File: src/rtl/cpu_types_pkg.sv
// Shared pipeline types: latch commands, hazard-controller FSM states and
// the bundled per-cycle latch/PC command.
package cpu_types_pkg;

  localparam int REG_W = 5;

  typedef enum logic [1:0] {
    PIPE_ENABLE = 2'd0,
    PIPE_STALL  = 2'd1,
    PIPE_NOP    = 2'd2
  } pipe_state_t;

  typedef enum logic [1:0] {
    RUN   = 2'd0,
    DWAIT = 2'd1,
    HALT  = 2'd2
  } hctl_state_t;

  typedef struct packed {
    pipe_state_t fd;
    pipe_state_t de;
    pipe_state_t em;
    pipe_state_t mw;
    logic        pc_en;
  } latch_cmd_t;

  function automatic latch_cmd_t make_cmd(pipe_state_t fd, pipe_state_t de,
                                          pipe_state_t em, pipe_state_t mw,
                                          logic pc_en);
    latch_cmd_t c;
    c.fd    = fd;
    c.de    = de;
    c.em    = em;
    c.mw    = mw;
    c.pc_en = pc_en;
    return c;
  endfunction

endpackage

File: src/rtl/pipeline_hazard_controller_if.sv
// Bundle between the hazard controller (slave) and the pipeline datapath (master).
interface pipeline_hazard_controller_if #(
    parameter int CNT_W = 32,
    parameter int REG_W = cpu_types_pkg::REG_W
);
    import cpu_types_pkg::*;

    logic             ihit;
    logic             dhit;
    logic             dREN_mem;
    logic             dWEN_mem;
    logic             MemRead_ex;
    logic [REG_W-1:0] regWSEL_ex;
    logic [REG_W-1:0] rs_id;
    logic [REG_W-1:0] rt_id;
    logic             uses_rt_id;
    logic             pc_redirect_mem;
    logic             halt_wb;
    pipe_state_t      fd_state;
    pipe_state_t      de_state;
    pipe_state_t      em_state;
    pipe_state_t      mw_state;
    logic             pc_en;
    logic             halt;
    logic [CNT_W-1:0] stall_cnt;
    logic [CNT_W-1:0] flush_cnt;

    modport master (
        output ihit, dhit, dREN_mem, dWEN_mem, MemRead_ex, regWSEL_ex,
               rs_id, rt_id, uses_rt_id, pc_redirect_mem, halt_wb,
        input  fd_state, de_state, em_state, mw_state, pc_en, halt,
               stall_cnt, flush_cnt
    );

    modport slave (
        input  ihit, dhit, dREN_mem, dWEN_mem, MemRead_ex, regWSEL_ex,
               rs_id, rt_id, uses_rt_id, pc_redirect_mem, halt_wb,
        output fd_state, de_state, em_state, mw_state, pc_en, halt,
               stall_cnt, flush_cnt
    );
endinterface

File: src/rtl/hazard_perf_counters.sv
// Stall and flush performance counters; both wrap and hold while frozen.
module hazard_perf_counters #(
    parameter int CNT_W = 32
) (
    input  logic             clk_i,
    input  logic             rst_i,
    input  logic             stall_inc_i,
    input  logic             flush_inc_i,
    input  logic             freeze_i,
    output logic [CNT_W-1:0] stall_cnt_o,
    output logic [CNT_W-1:0] flush_cnt_o
);
    logic [CNT_W-1:0] stall_q, flush_q;

    always_ff @(posedge clk_i or posedge rst_i) begin
        if (rst_i) begin
            stall_q <= '0;
            flush_q <= '0;
        end else if (!freeze_i) begin
            if (stall_inc_i) stall_q <= stall_q + CNT_W'(1);
            if (flush_inc_i) flush_q <= flush_q + CNT_W'(1);
        end
    end

    assign stall_cnt_o = stall_q;
    assign flush_cnt_o = flush_q;
endmodule

File: src/rtl/pipeline_hazard_controller.sv
// Central pipeline sequencer: per-cycle latch commands and PC enable from
// data waits, fetch misses, load-use hazards, redirects and halt drain.
module pipeline_hazard_controller
    import cpu_types_pkg::*;
#(
    parameter int CNT_W = 32,
    parameter int REG_W = cpu_types_pkg::REG_W
) (
    input  logic                         CLK,
    input  logic                         RST,
    pipeline_hazard_controller_if.slave  bus
);
    hctl_state_t      state_q, state_d;
    logic             halt_q;
    latch_cmd_t       cmd;
    logic             resolve, flush_inc;
    logic             mem_busy, load_use;
    logic [REG_W-1:0] wsel;

    assign wsel     = bus.regWSEL_ex;
    assign mem_busy = (bus.dREN_mem || bus.dWEN_mem) && !bus.dhit;
    assign load_use = bus.MemRead_ex && (wsel != '0) &&
                      ((wsel == bus.rs_id) || (bus.uses_rt_id && (wsel == bus.rt_id)));

    // RUN and a completing DWAIT share the redirect/load-use/fetch rules via 'resolve'.
    always_comb begin
        state_d   = state_q;
        resolve   = 1'b0;
        flush_inc = 1'b0;
        cmd       = make_cmd(PIPE_STALL, PIPE_STALL, PIPE_STALL, PIPE_STALL, 1'b0);
        unique case (state_q)
            RUN: begin
                if (bus.halt_wb)   state_d = HALT;
                else if (mem_busy) state_d = DWAIT;
                else               resolve = 1'b1;
            end
            DWAIT: begin
                if (bus.halt_wb) state_d = HALT;
                else if (bus.dhit) begin
                    state_d = RUN;
                    resolve = 1'b1;
                end
            end
            HALT: state_d = HALT;
            default: state_d = RUN;
        endcase

        if (resolve) begin
            if (bus.pc_redirect_mem) begin
                cmd       = make_cmd(PIPE_NOP, PIPE_NOP, PIPE_NOP, PIPE_ENABLE, 1'b1);
                flush_inc = 1'b1;
            end else if (load_use)
                cmd = make_cmd(PIPE_STALL, PIPE_NOP, PIPE_ENABLE, PIPE_ENABLE, 1'b0);
            else if (!bus.ihit)
                cmd = make_cmd(PIPE_NOP, PIPE_ENABLE, PIPE_ENABLE, PIPE_ENABLE, 1'b0);
            else
                cmd = make_cmd(PIPE_ENABLE, PIPE_ENABLE, PIPE_ENABLE, PIPE_ENABLE, 1'b1);
        end
    end

    always_ff @(posedge CLK or posedge RST) begin
        if (RST) begin
            state_q <= RUN;
            halt_q  <= 1'b0;
        end else begin
            state_q <= state_d;
            halt_q  <= halt_q || (state_d == HALT);
        end
    end

    hazard_perf_counters #(.CNT_W(CNT_W)) u_perf (
        .clk_i       (CLK),
        .rst_i       (RST),
        .stall_inc_i (!cmd.pc_en && (state_d != HALT)),
        .flush_inc_i (flush_inc),
        .freeze_i    (state_q == HALT),
        .stall_cnt_o (bus.stall_cnt),
        .flush_cnt_o (bus.flush_cnt)
    );

    assign bus.fd_state = cmd.fd;
    assign bus.de_state = cmd.de;
    assign bus.em_state = cmd.em;
    assign bus.mw_state = cmd.mw;
    assign bus.pc_en    = cmd.pc_en;
    assign bus.halt     = halt_q;
endmodule

File: src/flat_wrapper.sv
// flat-port wrapper written by rule: the top's interface ports become plain ports
module pipeline_hazard_controller_flat import cpu_types_pkg::*;
#(
    parameter int CNT_W = 32,
    parameter int REG_W = cpu_types_pkg::REG_W
)
  (CLK, RST, bus_ihit, bus_dhit, bus_dREN_mem, bus_dWEN_mem, bus_MemRead_ex, bus_regWSEL_ex, bus_rs_id, bus_rt_id, bus_uses_rt_id, bus_pc_redirect_mem, bus_halt_wb, bus_fd_state, bus_de_state, bus_em_state, bus_mw_state, bus_pc_en, bus_halt, bus_stall_cnt, bus_flush_cnt);
  pipeline_hazard_controller_if #(.CNT_W(CNT_W), .REG_W(REG_W)) bus_i ();
  input  logic CLK;
  input  logic RST;
  input wire logic [$bits(bus_i.ihit)-1:0] bus_ihit;
  input wire logic [$bits(bus_i.dhit)-1:0] bus_dhit;
  input wire logic [$bits(bus_i.dREN_mem)-1:0] bus_dREN_mem;
  input wire logic [$bits(bus_i.dWEN_mem)-1:0] bus_dWEN_mem;
  input wire logic [$bits(bus_i.MemRead_ex)-1:0] bus_MemRead_ex;
  input wire logic [$bits(bus_i.regWSEL_ex)-1:0] bus_regWSEL_ex;
  input wire logic [$bits(bus_i.rs_id)-1:0] bus_rs_id;
  input wire logic [$bits(bus_i.rt_id)-1:0] bus_rt_id;
  input wire logic [$bits(bus_i.uses_rt_id)-1:0] bus_uses_rt_id;
  input wire logic [$bits(bus_i.pc_redirect_mem)-1:0] bus_pc_redirect_mem;
  input wire logic [$bits(bus_i.halt_wb)-1:0] bus_halt_wb;
  output wire logic [$bits(bus_i.fd_state)-1:0] bus_fd_state;
  output wire logic [$bits(bus_i.de_state)-1:0] bus_de_state;
  output wire logic [$bits(bus_i.em_state)-1:0] bus_em_state;
  output wire logic [$bits(bus_i.mw_state)-1:0] bus_mw_state;
  output wire logic [$bits(bus_i.pc_en)-1:0] bus_pc_en;
  output wire logic [$bits(bus_i.halt)-1:0] bus_halt;
  output wire logic [$bits(bus_i.stall_cnt)-1:0] bus_stall_cnt;
  output wire logic [$bits(bus_i.flush_cnt)-1:0] bus_flush_cnt;
  assign bus_i.ihit = bus_ihit;
  assign bus_i.dhit = bus_dhit;
  assign bus_i.dREN_mem = bus_dREN_mem;
  assign bus_i.dWEN_mem = bus_dWEN_mem;
  assign bus_i.MemRead_ex = bus_MemRead_ex;
  assign bus_i.regWSEL_ex = bus_regWSEL_ex;
  assign bus_i.rs_id = bus_rs_id;
  assign bus_i.rt_id = bus_rt_id;
  assign bus_i.uses_rt_id = bus_uses_rt_id;
  assign bus_i.pc_redirect_mem = bus_pc_redirect_mem;
  assign bus_i.halt_wb = bus_halt_wb;
  assign bus_fd_state = bus_i.fd_state;
  assign bus_de_state = bus_i.de_state;
  assign bus_em_state = bus_i.em_state;
  assign bus_mw_state = bus_i.mw_state;
  assign bus_pc_en = bus_i.pc_en;
  assign bus_halt = bus_i.halt;
  assign bus_stall_cnt = bus_i.stall_cnt;
  assign bus_flush_cnt = bus_i.flush_cnt;
  pipeline_hazard_controller #(.CNT_W(CNT_W), .REG_W(REG_W)) u_core (.CLK(CLK), .RST(RST), .bus(bus_i));
endmodule
File: config.mk
export PLATFORM = sky130hd
export DESIGN_NAME = pipeline_hazard_controller_flat
export DESIGN_NICKNAME = d
export VERILOG_FILES = /design/src/rtl/cpu_types_pkg.sv /design/src/rtl/pipeline_hazard_controller_if.sv /design/src/rtl/hazard_perf_counters.sv /design/src/rtl/pipeline_hazard_controller.sv /design/src/flat_wrapper.sv
export SDC_FILE = /design/constraint.sdc
export NUM_CORES = 1
export LEC_CHECK = 0
export ABC_AREA = 0
export BUFFER_PORTS_ARGS = -buffer_cell sky130_fd_sc_hd__buf_2
export CORE_MARGIN = 2
export CORE_UTILIZATION = 30
export DETAILED_ROUTE_END_ITERATION = 10
export PLACE_DENSITY_LB_ADDON = 0.05
export SLEW_MARGIN = 25
export SYNTH_ARGS = -nofsm -noshare
export SYNTH_HDL_FRONTEND = slang
export SYNTH_HIERARCHICAL = 1
export SYNTH_SLANG_ARGS = --single-unit
File: constraint.sdc
create_clock -name CLK -period 4.2 [get_ports CLK]
set_clock_uncertainty 0.2 [all_clocks]
set_input_delay 0.21 -clock CLK [delete_from_list [all_inputs] [get_ports CLK]]
set_output_delay 0.21 -clock CLK [all_outputs]
set_load 0.02 [all_outputs]
### Yosys cells after proc, flatten, opt, wreduce, memory -nomap -nowiden

Index checks and enable logic that the tools add are counted.

| word-level totals | value |
|---|---|
| output and inout bits | 74 |
| register bits | 67 |
| word-level logic and storage cells | 43 |

| cells by class | value |
|---|---|
| add/sub/neg operators | 2 |
| reductions and logical operators | 14 |
| bitwise logic cells | 1 |
| mux-type cells | 16 |
| equal/unequal tests | 6 |

Operators by type and width:

| operator | count |
|---|---|
| $add 32x1->32 const B | 2 |
| $mux 9 | 4 |
| $eq 5x5->1 | 2 |
| $mux 2 | 4 |
| $mux 1 | 6 |
| $pmux 2 s3 | 1 |
| $logic_and 1x1->1 | 5 |
| $reduce_bool 5->1 | 1 |
| $eq 2x2->1 const B | 2 |
| $reduce_and 2->1 | 2 |
| $logic_or 1x1->1 | 3 |
| $eq 2x1->1 const B | 1 |
| $logic_not 1->1 | 2 |
| $logic_not 2->1 | 1 |
| $ne 2x2->1 const B | 1 |
| $pmux 1 s2 | 1 |
| $not 1->1 | 1 |

### Longest topological paths before layout

Gate-level depths: netlist of run 1.

| logic depth | value |
|---|---|
| depth after elaboration | 10 |
| depth in mapped cells | 10 |
| gate-level depth less buffers | 9 |

### By module

The synthesis of run 1 kept the hierarchy.

Modules (own cells, without submodules):

| module | cells an instance | area an instance (um^2) | times used |
|---|---|---|---|
| hazard_perf_counters | 245 | 2,901.5 | 1 |
| pipeline_hazard_controller | 47 | 352.8 | 1 |

### Worst setup path before layout of run 1

OpenSTA, ideal clock, no wires.

| timing path | value |
|---|---|
| path kind | input -> register |
| start | in bus_regWSEL_ex[4] |
| end | reg u_core.u_perf.stall_q[14] (netlist: u_core/u_perf/stall_cnt_o[14]) |
| stages on the path | 9 |
| arrival time | 2,038 ps |
| buffers on the path | 0 |
| data required time | 3,870 ps |
| setup slack | 1,832 ps |
| setup time | 130 ps |
| path through | xnor2_1 nand3_1 o22ai_1 nand2_2 a31oi_1 nand3b_1 nor4_1 nand4_1 xnor2_1 |

| between the ends | value |
|---|---|
| word-level cells in the longest chain between the ends | 10 |

RTL lines:

| item | RTL line | text |
|---|---|---|
| start: declaration | flat_wrapper.sv:16 | `input wire logic [$bits(bus_i.regWSEL_ex)-1:0] bus_regWSEL_ex;` |
| $eq 5x5->1 | pipeline_hazard_controller.sv:23 | `((wsel == bus.rs_id) \|\| (bus.uses_rt_id && (wsel == bus.rt_id)));` |
| $logic_and 1x1->1 | pipeline_hazard_controller.sv:23 |  |
| $logic_or 1x1->1 | pipeline_hazard_controller.sv:23 |  |
| $logic_and 1x1->1 (*) | pipeline_hazard_controller.sv:22 | `assign load_use = bus.MemRead_ex && (wsel != '0) &&` |
| $mux 9 (*) | pipeline_hazard_controller.sv:52 | `end else if (load_use)` |
| $mux 9 (*) | pipeline_hazard_controller.sv:49 | `if (bus.pc_redirect_mem) begin` |
| $mux 9 (*) | pipeline_hazard_controller.sv:48 | `if (resolve) begin` |
| $logic_not 1->1 (*) | pipeline_hazard_controller.sv:74 | `.stall_inc_i (!cmd.pc_en && (state_d != HALT)),` |
| $logic_and 1x1->1 (*) | pipeline_hazard_controller.sv:74 |  |
| $reduce_and 2->1 (no source line) (*) | -- |  |
| end signal: assignment | hazard_perf_counters.sv:20 | `if (stall_inc_i) stall_q <= stall_q + CNT_W'(1);` |
| end: declaration | hazard_perf_counters.sv:13 | `logic [CNT_W-1:0] stall_q, flush_q;` |

Every way passes the cells marked *; elsewhere a longest branch is shown, timed or not.
A chain may end at the register's enable or synchronous reset.

### Worst setup path in the final report of run 1

| timing path | value |
|---|---|
| start | reg u_core.state_q[1] |
| end | reg u_core.u_perf.stall_q[14] (netlist: u_core/u_perf/stall_cnt_o[14]) |

| between the ends | value |
|---|---|
| word-level cells in the longest chain between the ends | 6 |

RTL lines:

| item | RTL line | text |
|---|---|---|
| start: declaration | pipeline_hazard_controller.sv:13 | `hctl_state_t state_q, state_d;` |
| start signal: assignment | pipeline_hazard_controller.sv:66 | `state_q <= state_d;` |
| $mux 2, on equally long branches | pipeline_hazard_controller.sv:39, pipeline_hazard_controller.sv:34 |  |
| $mux 2, on equally long branches | pipeline_hazard_controller.sv:38, pipeline_hazard_controller.sv:33 |  |
| $pmux 2 s3 (*) | pipeline_hazard_controller.sv:31 | `unique case (state_q)` |
| named net u_core.state_d[1] | pipeline_hazard_controller.sv:13 |  |
| $ne 2x2->1 (*) | pipeline_hazard_controller.sv:74 |  |
| $logic_and 1x1->1 (*) | pipeline_hazard_controller.sv:74 |  |
| $reduce_and 2->1 (no source line) (*) | -- |  |

Mark *: on every way through the listed nets, which the timed path passes. The rest lies on a longest branch.

==> results of run 1 <==
==> kinds of logic (layout without fill, tap and decap cells) <==
| kind of cell | after synthesis | count (layout) | synth area share |
|---|---|---|---|
| compound gates | 5 | 5 | 0.0104 |
| buf+inv | 13 | 126 | 0.0208 |
| mux | 2 | 2 | 0.00692 |
| other cells | 1 | 1 | 0.00115 |
| simple gates | 130 | 130 | 0.244 |
| fa+ha+maj | 2 | 2 | 0.00769 |
| xor+xnor | 72 | 72 | 0.194 |
| flops | 67 | 67 | 0.515 |
==> synth_stat cells, drive strengths merged <==
master   n
or2      2
buf      7
xor2    10
nand3b   2
o21ai    1
or4      1
nor4     6
a21o     1
nand2   19
xnor2   62
a21oi    1
o22ai    1
nand3   25
nand4   29
nand2b   1
ha       2
and3    13
conb     1
nor2b    2
a31oi    1
mux2     2
nor3     6
dfrtp   67
and4     6
nand4b   2
inv      6
and2     3
nor2    13
==> what timing repair did <==
| action | CTS | global route |
|---|---|---|
| resized for setup | 0 | 0 |
| setup buffers | 0 | 0 |
| hold buffers | 4 | 0 |
| hold endpoints to repair | 44 | 0 |
==> sequential cells by signal (all words and copies together) (netlist names) <==
register                   flops
u_core/state_q                 2
u_core/u_perf/flush_cnt_o     32
u_core/bus.halt                1
u_core/u_perf/stall_cnt_o     32
==> per-layer routing <==
metal | GRT usage | wire, um | vias to the layer above
li1 | - | - | 1241
met1 | 0.174 | 3390 | 1205
met2 | 0.215 | 3540 | 57
met3 | 0.0476 | 472 | 4
met4 | 0.0330 | 51 | 0
met5 | 0 | 0 | -
==> power groups by stage <==
stage                     combinational, W  sequential [W]  clock (W)
after floorplan                   0.000127        0.000774          0
after global placement            0.000239        0.000747          0
after detailed placement          0.000240        0.000747          0
after CTS                         0.000244        0.000735   0.000557
after global routing              0.000260        0.000741   0.000583
final                             0.000237        0.000735   0.000529
==> tightest hold or removal path: cells and delay by family <==
family	cells	cell delay [ns]
buffers and inverters	3	0.76
==> metrics by stage <==
step / instance area, um2 / hold WS [ns] / total power, W
after detailed placement: 3900 / -0.103 / 0.000987
final: 4130 / 0.100 / 0.00150
after CTS: 4130 / 0.0724 / 0.00154
after global routing: 4130 / 0.100 / 0.00158
after floorplan: 3250 / -0.236 / 0.000900
after global placement: 3900 / -0.107 / 0.000986
==> cell type report <==
cell class / instances / area share
flip-flops and latches: 67 / 0.406
multi-input cells: 212 / 0.366
repair buffers: 105 / 0.134
well taps: 140 / 0.0424
clock buffers: 10 / 0.0333
clock inverters: 5 / 0.0130
inverters: 6 / 0.00545
==> worst min-delay path by stage <==
| stage | start | to | slack [ns] | depth (start not counted) |
|---|---|---|---|---|
| 4_1_cts | RST | u_core/state_q[0]$_DFF_PP0_ | 0.07 | 3 |
| 3_5_place_dp | RST | u_core/state_q[0]$_DFF_PP0_ | -0.10 | 2 |
| 5_1_grt | RST | u_core/state_q[0]$_DFF_PP0_ | 0.10 | 3 |
| 3_3_place_gp | RST | u_core/bus.halt$_DFF_PP0_ | -0.11 | 2 |
| 2_1_floorplan | RST | u_core/bus.halt$_DFF_PP0_ | -0.24 | 1 |
| 6_report | RST | u_core/state_q[0]$_DFF_PP0_ | 0.10 | 3 |
==> flow_metrics.py, run 1 <==
metrics = {
    "logic_synthesis": {
        "yosysWarnings": 6,
        "avgSynthCellArea_um2": 11.1,
        "ys_seq_area_frac": 0.515,
        "syn-num-nets": 319,
        "syn-instance-count": 292,
        "netlist_area_um2": 3250,
        "synth_top_area_frac": 0.515,
        "ys_ff_latch": 67,
        "yosysTopAreaCell": "dfrtp_1",
        "synth_area_leaders": "dfrtp_1 52%, xnor2_1 17%, nand4_1 5.4%",
        "ys_types": 38,
    },
    "power": {
        "p_int_w": 0.00106,
        "p_clk_frac": 0.352,
        "p_sw_w": 0.000440,
        "p_per_area_nw_per_um2": 363,
        "p_seq_frac": 0.490,
        "combPwrFrac": 0.158,
        "swShare": 0.293,
        "peakVddDrop_v": 0.000134,
        "p_leak_nw": 2.06,
    },
    "critical_path": {
        "critPathMaxFanout": 7,
        "max_stage_delay_ns": 0.70,
        "ff2ff_path_depth": 8,
        "timing.rr.end": "u_core/u_perf/stall_cnt_o[14]$_DFFE_PP0P_",
        "cp-start-kind": "flip-flop",
        "path_buf_inv": 1,
        "worstSetupStartpoint": "u_core/state_q[1]$_DFF_PP0_",
        "worstPathRequired_ns": 4.22,
        "cp_slowest_cell": "nor4_1",
        "ff2ff_setup_slack_ns": 1.48,
        "path_depth": 8,
        "cpLargestDelayFamily": "simple AND/OR/NAND/NOR gates",
        "critPathCaptureType": "flip-flop",
        "worstReg2RegStart": "u_core/state_q[1]$_DFF_PP0_",
        "arrival_ns": 2.75,
        "crit_path_end": "u_core/u_perf/stall_cnt_o[14]$_DFFE_PP0P_",
        "crit_chain": "inv_2 > nor2_1 > a21o_1 > a31oi_1 > nand3b_1 > nor4_1 > nand4_1 > xnor2_1",
        "crit_type": "flip-flop to flip-flop",
    },
    "sta": {
        "timing.fmax_ghz": 0.367,
        "final_max_slew_viol_count": 0,
        "finalSetupTns_ns": 0,
        "hold_viol": 0,
        "setup_viol": 0,
        "fin_crit_sh": 0.649,
        "period_minus_slack_ns": 2.72,
        "grt_setup_unrepaired": "false",
        "slew_headroom": 0.427,
        "worst_pin_slew_ns": 0.858,
        "setup_slack_ns": 1.48,
    },
    "cells_and_area": {
        "drive_gt1_frac": 0.323,
        "layout_commonest_cell": "buf_2",
        "finalNonFillerCells": 545,
        "regArea_um2": 1680,
        "fillers": 1091,
        "antennaDiodeCount": 0,
        "fin_nets": 428,
        "syn_to_final_growth_pct": 27.0,
        "final_cell_mix": "97 x buf_2, 67 x dfrtp_1, 62 x xnor2_1, 28 x nand4_1, 24 x nand3_1",
        "multi_input_area_um2": 1510,
        "finish.utilization": 0.386,
    },
    "place": {
        "io_buffers": 97,
        "gp_congestion": 0.738,
        "dp_cells": 526,
        "dp_hpwl_um": 5440,
        "pre_cts_ws_ns": 1.27,
    },
    "global_routing": {
        "grt_max_degree": 41,
        "grt_pass1_wl_um": 12200,
        "antenna_found_initial": 0,
        "grt_use_total": 0.134,
        "grt_overflow": 0,
        "grt_pass1_vias": 2402,
    },
    "flow_run": {
        "cap_violations": 0,
    },
    "floorplanning": {
        "fp.dieArea_um2": 11700,
        "fp-row-count": 38,
        "die_h_um": 108,
        "die_w_um": 108,
        "pin_count": 99,
        "core_area_um2": 10700,
        "start_util": 0.304,
    },
    "cts": {
        "cts.clk_slew.worst_paths_ns": 0.07,
        "clk_latency_ns": 0.33,
        "root_buffer": "clkbuf_8",
        "htree_levels": 3,
        "clock_path_buffers": 2,
        "tritoncts": "built",
        "cts.sinks": 67,
        "numCtsBuffers": 9,
    },
    "routing": {
        "routedWlPerCell_um": 13.7,
        "first_iter_violations": 98,
        "vias": 2507,
        "viasPerCell": 4.60,
        "drt_wl_total_um": 7450,
        "drc": 0,
        "drtAntennaViolNets": 0,
        "dr.pass1.iters": 4,
    },
    "run_status": {
        "outcome": "finished clean",
    },
    "worst_hold_path": {
        "hold_class": "input pin to asynchronous set/reset pin",
    },
}
Note: power is estimated with default switching activity, not from simulation.
==> run 2: changes to the inputs <==
Clock period 4.2 ns to 2.5 ns, I/O delays scaled along.
==> run 2 against run 1 <==
Die area unchanged. Combinational power increased by 85%. Largest power group unchanged. Register-to-register slack got worse by 1.3 ns. Cell count increased by 2.6%. Wire length increased by 3.5%.
==> flow_metrics.py, run 2 (synthesis results as in run 1) <==
metrics = {
    "run_status": {
        "outcome": "finished clean",
    },
    "routing": {
        "viasPerCell": 4.56,
        "first_iter_violations": 60,
        "routedWlPerCell_um": 13.8,
        "vias": 2548,
        "drtAntennaViolNets": 0,
        "dr.pass1.iters": 4,
        "drt_wl_total_um": 7720,
        "drc": 0,
    },
    "cts": {
        "cts.clk_slew.worst_paths_ns": 0.07,
        "root_buffer": "clkbuf_8",
        "tritoncts": "built",
        "clk_latency_ns": 0.33,
        "clock_path_buffers": 2,
        "post_cts_buffers": 0,
        "numCtsBuffers": 9,
        "htree_levels": 3,
        "cts.sinks": 67,
    },
    "place": {
        "dp_hpwl_um": 5540,
        "pre_cts_ws_ns": -0.0621,
        "gp_congestion": 0.735,
        "dpl_cell_area_um2": 4000,
        "dp_cells": 539,
        "io_buffers": 97,
    },
    "floorplanning": {
        "start_util": 0.304,
        "die_h_um": 108,
        "fp.dieArea_um2": 11700,
        "die_w_um": 108,
        "pin_count": 99,
        "fp-row-count": 38,
        "core_area_um2": 10700,
    },
    "flow_run": {
        "cap_violations": 0,
    },
    "critical_path": {
        "critPathCaptureType": "flip-flop",
        "ff2ff_setup_slack_ns": 0.16,
        "crit_type": "flip-flop to flip-flop",
        "cp-start-kind": "flip-flop",
        "arrival_ns": 2.36,
        "critPathMaxFanout": 7,
        "worstPathRequired_ns": 2.52,
    },
    "power": {
        "p_per_area_nw_per_um2": 593,
        "p_leak_nw": 2.15,
        "peakVddDrop_v": 0.000276,
        "finalPower_w": 0.00253,
    },
    "global_routing": {
        "antenna_found_initial": 0,
        "gr-usage-met3": 0.0356,
        "grt_use_total": 0.137,
        "grt_pass1_vias": 2537,
        "grt_overflow": 0,
        "grt_pass1_wl_um": 12500,
        "grt-busiest-layer": "met2",
        "met1_usage": 0.181,
        "grt_max_degree": 34,
        "grt.met2_usage": 0.218,
    },
    "sta": {
        "timing.fmax_ghz": 0.428,
        "finalSetupTns_ns": 0,
        "setup_slack_ns": 0.161,
        "final_max_slew_viol_count": 0,
        "slew_headroom": 0.530,
        "period_minus_slack_ns": 2.34,
        "hold_viol": 0,
        "setup_viol": 0,
        "fin_crit_sh": 0.936,
        "worst_pin_slew_ns": 0.704,
    },
    "cells_and_area": {
        "syn_to_final_growth_pct": 31.4,
        "finalNonFillerCells": 559,
        "finalInstanceArea_um2": 4280,
        "fin_nets": 443,
        "antennaDiodeCount": 0,
        "final_cell_mix": "97 x buf_2, 67 x dfrtp_1, 62 x xnor2_1, 28 x nand4_1, 24 x nand3_1",
        "drive_gt1_frac": 0.353,
        "layout_commonest_cell": "buf_2",
    },
    "worst_hold_path": {
        "hold_class": "input pin to flip-flop",
    },
}
## run 2: power by group
group | switching (W) | total [W] | internal, W
logic | 0.000252 | 0.000438 | 0.000186
clock network | 0.000390 | 0.000864 | 0.000474
registers | 0.0000894 | 0.00123 | 0.00114
total | 0.000730 | 0.00253 | 0.00180
## run 2: what timing repair did
item	CTS	global route
hold buffers	5	0
setup endpoints to repair	0	15
resized for setup	0	11
hold endpoints to repair	37	0
## run 2: cell type report
cell class	instances	area [um2]
Fill cell	1111	6420
Sequential cell	67	1680
Multi-Input combinational cell	212	1550
Timing Repair Buffer	120	671
Tap cell	140	175
Clock buffer	11	141
Clock inverter	3	40.0
Inverter	6	22.5
## run 2: stage by stage
| stage | hold slack (ns) | util |
|---|---|---|
| 2_1_floorplan | -0.321 | - |
| 3_3_place_gp | -0.193 | 0.374 |
| 3_5_place_dp | -0.190 | 0.374 |
| 4_1_cts | 0.210 | 0.395 |
| 5_1_grt | 0.232 | 0.400 |
| 6_report | 0.238 | 0.400 |
## run 2: final timing paths
check,startpoint,to,cells past startpoint
max,u_core/state_q[1]$_DFF_PP0_,u_core/u_perf/stall_cnt_o[31]$_DFFE_PP0P_,10
min,bus_pc_redirect_mem,u_core/u_perf/flush_cnt_o[2]$_DFFE_PP0P_,6
max reg2reg,u_core/state_q[1]$_DFF_PP0_,u_core/u_perf/stall_cnt_o[31]$_DFFE_PP0P_,10
min reg2reg,u_core/u_perf/stall_cnt_o[31]$_DFFE_PP0P_,u_core/u_perf/stall_cnt_o[31]$_DFFE_PP0P_,1
max in group asynchronous,RST,u_core/u_perf/flush_cnt_o[3]$_DFFE_PP0P_,4
min in group asynchronous,RST,u_core/u_perf/stall_cnt_o[12]$_DFFE_PP0P_,3
## run 2: routing by layer
| layer | share of wire | vias to the layer above |
|---|---|---|
| met5 | 0 | - |
| met4 | 0.010 | 0 |
| met3 | 0.042 | 7 |
| met2 | 0.47 | 50 |
| met1 | 0.48 | 1222 |
| li1 | - | 1269 |
## run 2: worst max-delay path, cell delays in order, from the launching register on
cell,delay [ns]
dfrtp_1,0.42
inv_2,0.07
nor2_1,0.11
a21o_1,0.21
a31oi_2,0.18
buf_4,0.15
nand4b_4,0.15
nor4_4,0.30
buf_4,0.17
nand4_1,0.11
xnor2_1,0.16
